<file path="src/rtl/sbox_layer_serial.sv">
// Nibble-serial S-box layer: one 4-bit S-box cell substitutes a state word one nibble per clock,
// with valid/ready handshakes on both the input and output words.
module sbox_layer_serial #(
   parameter  int NIBBLES = 16,
   localparam int W       = 4 * NIBBLES,
   localparam int CW      = $clog2(NIBBLES)
) (
   input  logic         clk,
   input  logic         rst_n,
   input  logic         in_valid,
   output logic         in_ready,
   input  logic [W-1:0] in_data,
   output logic         out_valid,
   input  logic         out_ready,
   output logic [W-1:0] out_data,
   output logic         busy
);

   typedef enum logic [1:0] {
      IDLE = 2'd0,
      RUN  = 2'd1,
      DONE = 2'd2
   } state_t;

   state_t        state, state_nxt;
   logic [CW-1:0] cnt;
   logic [W-1:0]  shreg;
   logic          load, step, last;

   function automatic logic [3:0] sbox(input logic [3:0] x);
      logic [3:0] y;
      case (x)
         4'h0: y = 4'h0;  4'h1: y = 4'h6;  4'h2: y = 4'he;  4'h3: y = 4'h1;
         4'h4: y = 4'hf;  4'h5: y = 4'h4;  4'h6: y = 4'h7;  4'h7: y = 4'hd;
         4'h8: y = 4'h9;  4'h9: y = 4'h8;  4'ha: y = 4'hc;  4'hb: y = 4'h5;
         4'hc: y = 4'h2;  4'hd: y = 4'ha;  4'he: y = 4'h3;  default: y = 4'hb;
      endcase
      return y;
   endfunction

   assign last     = (cnt == CW'(NIBBLES - 1));
   assign out_data = shreg;

   always_comb begin
      state_nxt = state;
      load      = 1'b0;
      step      = 1'b0;
      in_ready  = 1'b0;
      out_valid = 1'b0;
      busy      = 1'b0;
      case (state)
         IDLE: begin
            in_ready = rst_n;
            if (in_valid) begin
               load      = 1'b1;
               state_nxt = RUN;
            end
         end
         RUN: begin
            busy = 1'b1;
            step = 1'b1;
            if (last) state_nxt = DONE;
         end
         DONE: begin
            out_valid = 1'b1;
            // output transfer and next acceptance share one edge
            in_ready  = out_ready;
            if (out_ready) begin
               if (in_valid) begin
                  load      = 1'b1;
                  state_nxt = RUN;
               end else begin
                  state_nxt = IDLE;
               end
            end
         end
         default: state_nxt = IDLE;
      endcase
   end

   always_ff @(posedge clk) begin
      if (!rst_n) begin
         state <= IDLE;
         cnt   <= '0;
         shreg <= '0;
      end else begin
         state <= state_nxt;
         if (load) begin
            shreg <= in_data;
            cnt   <= '0;
         end else if (step) begin
            shreg <= {sbox(shreg[3:0]), shreg[W-1:4]};
            cnt   <= last ? '0 : cnt + CW'(1);
         end
      end
   end

endmodule

</file>
<file path="config.mk">
export PLATFORM = sky130hd
export DESIGN_NAME = sbox_layer_serial
export DESIGN_NICKNAME = d
export VERILOG_FILES = /design/src/rtl/sbox_layer_serial.sv
export SDC_FILE = /design/constraint.sdc
export NUM_CORES = 1
export LEC_CHECK = 0
export ABC_CLOCK_PERIOD_IN_PS = 3300
export CORE_MARGIN = 2
export CORE_UTILIZATION = 42
export DETAILED_ROUTE_END_ITERATION = 6
export GPL_TIMING_DRIVEN = 0
export PLACE_DENSITY = 0.91
export SETUP_SLACK_MARGIN = 0.15
export SLEW_MARGIN = 20
export SYNTH_ARGS = -nofsm -noshare
export SYNTH_HDL_FRONTEND = slang
export SYNTH_SLANG_ARGS = --single-unit
</file>
<file path="constraint.sdc">
create_clock -name clk -period 3.3 [get_ports clk]
set_clock_uncertainty 0.1 [all_clocks]
set_input_delay 0.495 -clock clk [delete_from_list [all_inputs] [get_ports clk]]
set_output_delay 0.495 -clock clk [all_outputs]
set_load 0.005 [all_outputs]
</file>
==> impl_metrics.ini <==
[setup_path]
cp.depth = 6
crit_top_cell = buf_2
crit_chain = buf_4 > nand2b_2 > inv_2 > buf_2 > buf_2 > clkdlybuf4s50_1
cp_num_buf_inv = 5
cp_top_family = buffers and inverters
cpPeakStageDelay_ns = 0.54
cp_max_fo = 10
cp_slowest_cell = clkdlybuf4s50_1
crit_arrival_ns = 2.22
start_kind = flop
path_class = reg2out
r2r_cells = 10
cp_data_required_time_ns = 2.70
crit-reg2reg-launch = state[0]
cp-end-kind = output port
cp-startpoint = state[1]

[global_routing]
grt_pass1_vias = 3239
grt_max_degree = 12
grt_usage_pct = 25.5
grt_util_met1_pct = 30.9
grt_pass1_wl_um = 15600
grt-ovfl-total = 0
grt.busiest_layer = met2
antenna_found_initial = 0
grt_util_met3_pct = 6.46
use_met2_pct = 43.3

[job]
drv_cap = 0

[floorplanning]
die_x_um = 89.1
ios = 135
core_area_um2 = 7140
rows = 31
die_h_um = 89.1
die_area_um2 = 7930
start_util_pct = 42.6

[layout]
diodes = 0
final_cell_mix = clkdlybuf4s50_1 (132), dfxtp_1 (74), nor2_1 (72), a222oi_1 (51), nand2_1 (29)
layoutNonFillerInstCount = 567
syn_to_final_growth_pct = 54.3
multiInputGateArea_um2 = 1400
nets = 536
regArea_um2 = 1480
drive_gt1_share_pct = 6.84
final_common_cell = clkdlybuf4s50_1
nFillCells = 600

[synthesis]
yosys.cell_types.count = 45
async_flop_share_pct = 0
syn-cell-area_um2 = 3040
avgSynthCellArea_um2 = 9.44
yosys.area.top_type_share_pct = 48.7
ys_ff_latch = 74
ys_seq_area_share_pct = 48.7
synth_area_leaders = dfxtp_1 (49%), a222oi_1 (17%), nor2_1 (8.9%), nand2_1 (3.6%), clkbuf_1 (3.2%)
netlist_instances = 322
synth_edf_count = 0
yosys_warnings = 0
synth_top_area_cell = dfxtp_1
syn_nets = 393
synth_ff_type = dfxtp_1

[placed_design]
place_inst = 553
portBuffers = 132
gp_congestion = 0.833
dpl.hpwl_um = 7620

[power]
ir_worst_vdd_v = 0.000321
leakage_uw = 0.00171
power_density_nw_per_um2 = 503

[min_path]
holdCritPathClass = reg2reg
holdPathStages = 2

[routing]
drc = 21
drt-total-wl_um = 10300
post_drt_wl_per_cell_um = 18.3
vias_per_cell = 5.83
drt_pre_antenna_iters = 7
vias = 3303
drt-initial-drc-count = 494
ant_nets = 0

[clock_tree]
hold_buffers = 0
h-tree-depth = 3
clockRootBuffer = clkbuf_8
path_clk_slew_ns = 0.08
cts_resized = 0
cts_buffers = 9
worstSkewPairLatency_ns = 0.34
clockBufferDepth = 2
postCtsSetupRepairBufs = 0
clock_sinks = 74
cts_tree = yes

[sta]
tightest_slew_ns = 0.588
drv_slew = 0
hold_violations = 0
max-slew-margin-rel_pct = 60.8
finalCriticalPeriod_ns = 2.82
tns_ns = 0
fmaxAchievable_ghz = 0.355
rsz0062_at_grt = no
finalCritPeriodShare_pct = 85.4
setup_viol_count_final = 0

[outcome]
violations = DRC
status = finished, violations left
-- power by group --
part | internal, uW | switching [uW] | total [uW] | leakage, uW
combinational | 306 | 251 | 557 | 0.00100
sequential | 974 | 71.4 | 1050 | 0.000609
clock | 438 | 320 | 758 | 0.000105
-- layer usage --
| metal | routed length, um | vias to the layer above |
|---|---|---|
| met3 | 926 | 17 |
| li1 | - | 1522 |
| met1 | 4150 | 1564 |
| met5 | 0 | - |
| met2 | 5090 | 200 |
| met4 | 180 | 0 |
-- cell families (layout without fill, tap and decap cells) --
family,after synthesis,after routing,synth area share (%)
AO/OA/AOI/OAI,89,89,27.6
XOR/XNOR,1,1,0.288
adder cells (fa/ha/maj),3,3,1.24
buffers and inverters,37,183,5.31
flip-flops,74,74,48.7
multiplexers,2,2,0.823
AND/OR/NAND/NOR,116,116,16.0
-- final cells by class --
| cell class | count | share of cell area, % |
|---|---|---|
| Sequential cell | 74 | 31.6 |
| Multi-Input combinational cell | 211 | 29.8 |
| Timing Repair Buffer | 132 | 28.2 |
| Buffer | 33 | 3.12 |
| Clock buffer | 11 | 3.01 |
| Tap cell | 99 | 2.64 |
| Clock inverter | 3 | 1.39 |
| Inverter | 4 | 0.320 |
-- metrics by stage --
stage | area, um2 | total power (uW) | utilization (%) | setup WS [ns] | hold slack, ns
2_1_floorplan | 3040 | 1310 | - | 0.835 | 0.340
3_3_place_gp | 4480 | 1590 | 62.8 | 0.287 | 0.354
3_5_place_dp | 4480 | 1610 | 62.8 | 0.156 | 0.374
4_1_cts | 4690 | 2360 | 65.7 | 0.477 | 0.389
5_1_grt | 4690 | 2450 | 65.7 | 0.341 | 0.406
6_report | 4690 | 2360 | 65.7 | 0.482 | 0.383
-- flip-flops by register name (all words and copies together) (netlist names), named ones only --
signal,cells
out_data,64
state,2
cnt,4
-- worst paths after layout --
kind	end	slack, ns
setup reg to reg	flop	0.83
hold / removal	out_data[63]	0.38
setup / recovery	busy	0.48
hold reg to reg	out_data[63]	0.38
-- synth_stat cells (2+ instances only) --
cell type / n
a21oi_1: 10
nand3b_1: 2
a211oi_2: 2
nand2_1: 29
or3_1: 2
a222oi_1: 51
a311oi_1: 9
nor2_1: 72
o21ai_0: 2
ha_1: 3
nand2b_1: 2
inv_1: 3
o221a_2: 2
buf_2: 3
clkbuf_1: 26
buf_6: 2
dfxtp_1: 74
-- worst reg2reg max path: stages (launching register included) --
cell and delay [ns]:
dfxtp_1 0.36, buf_6 0.15, nor2_2 0.05, a21o_1 0.16
buf_6 0.15, a211oi_2 0.37, nor2_1 0.13, ha_1 0.34
nand2b_1 0.17, or3_1 0.34, o211ai_2 0.08
(Power assumes the default switching activity.)
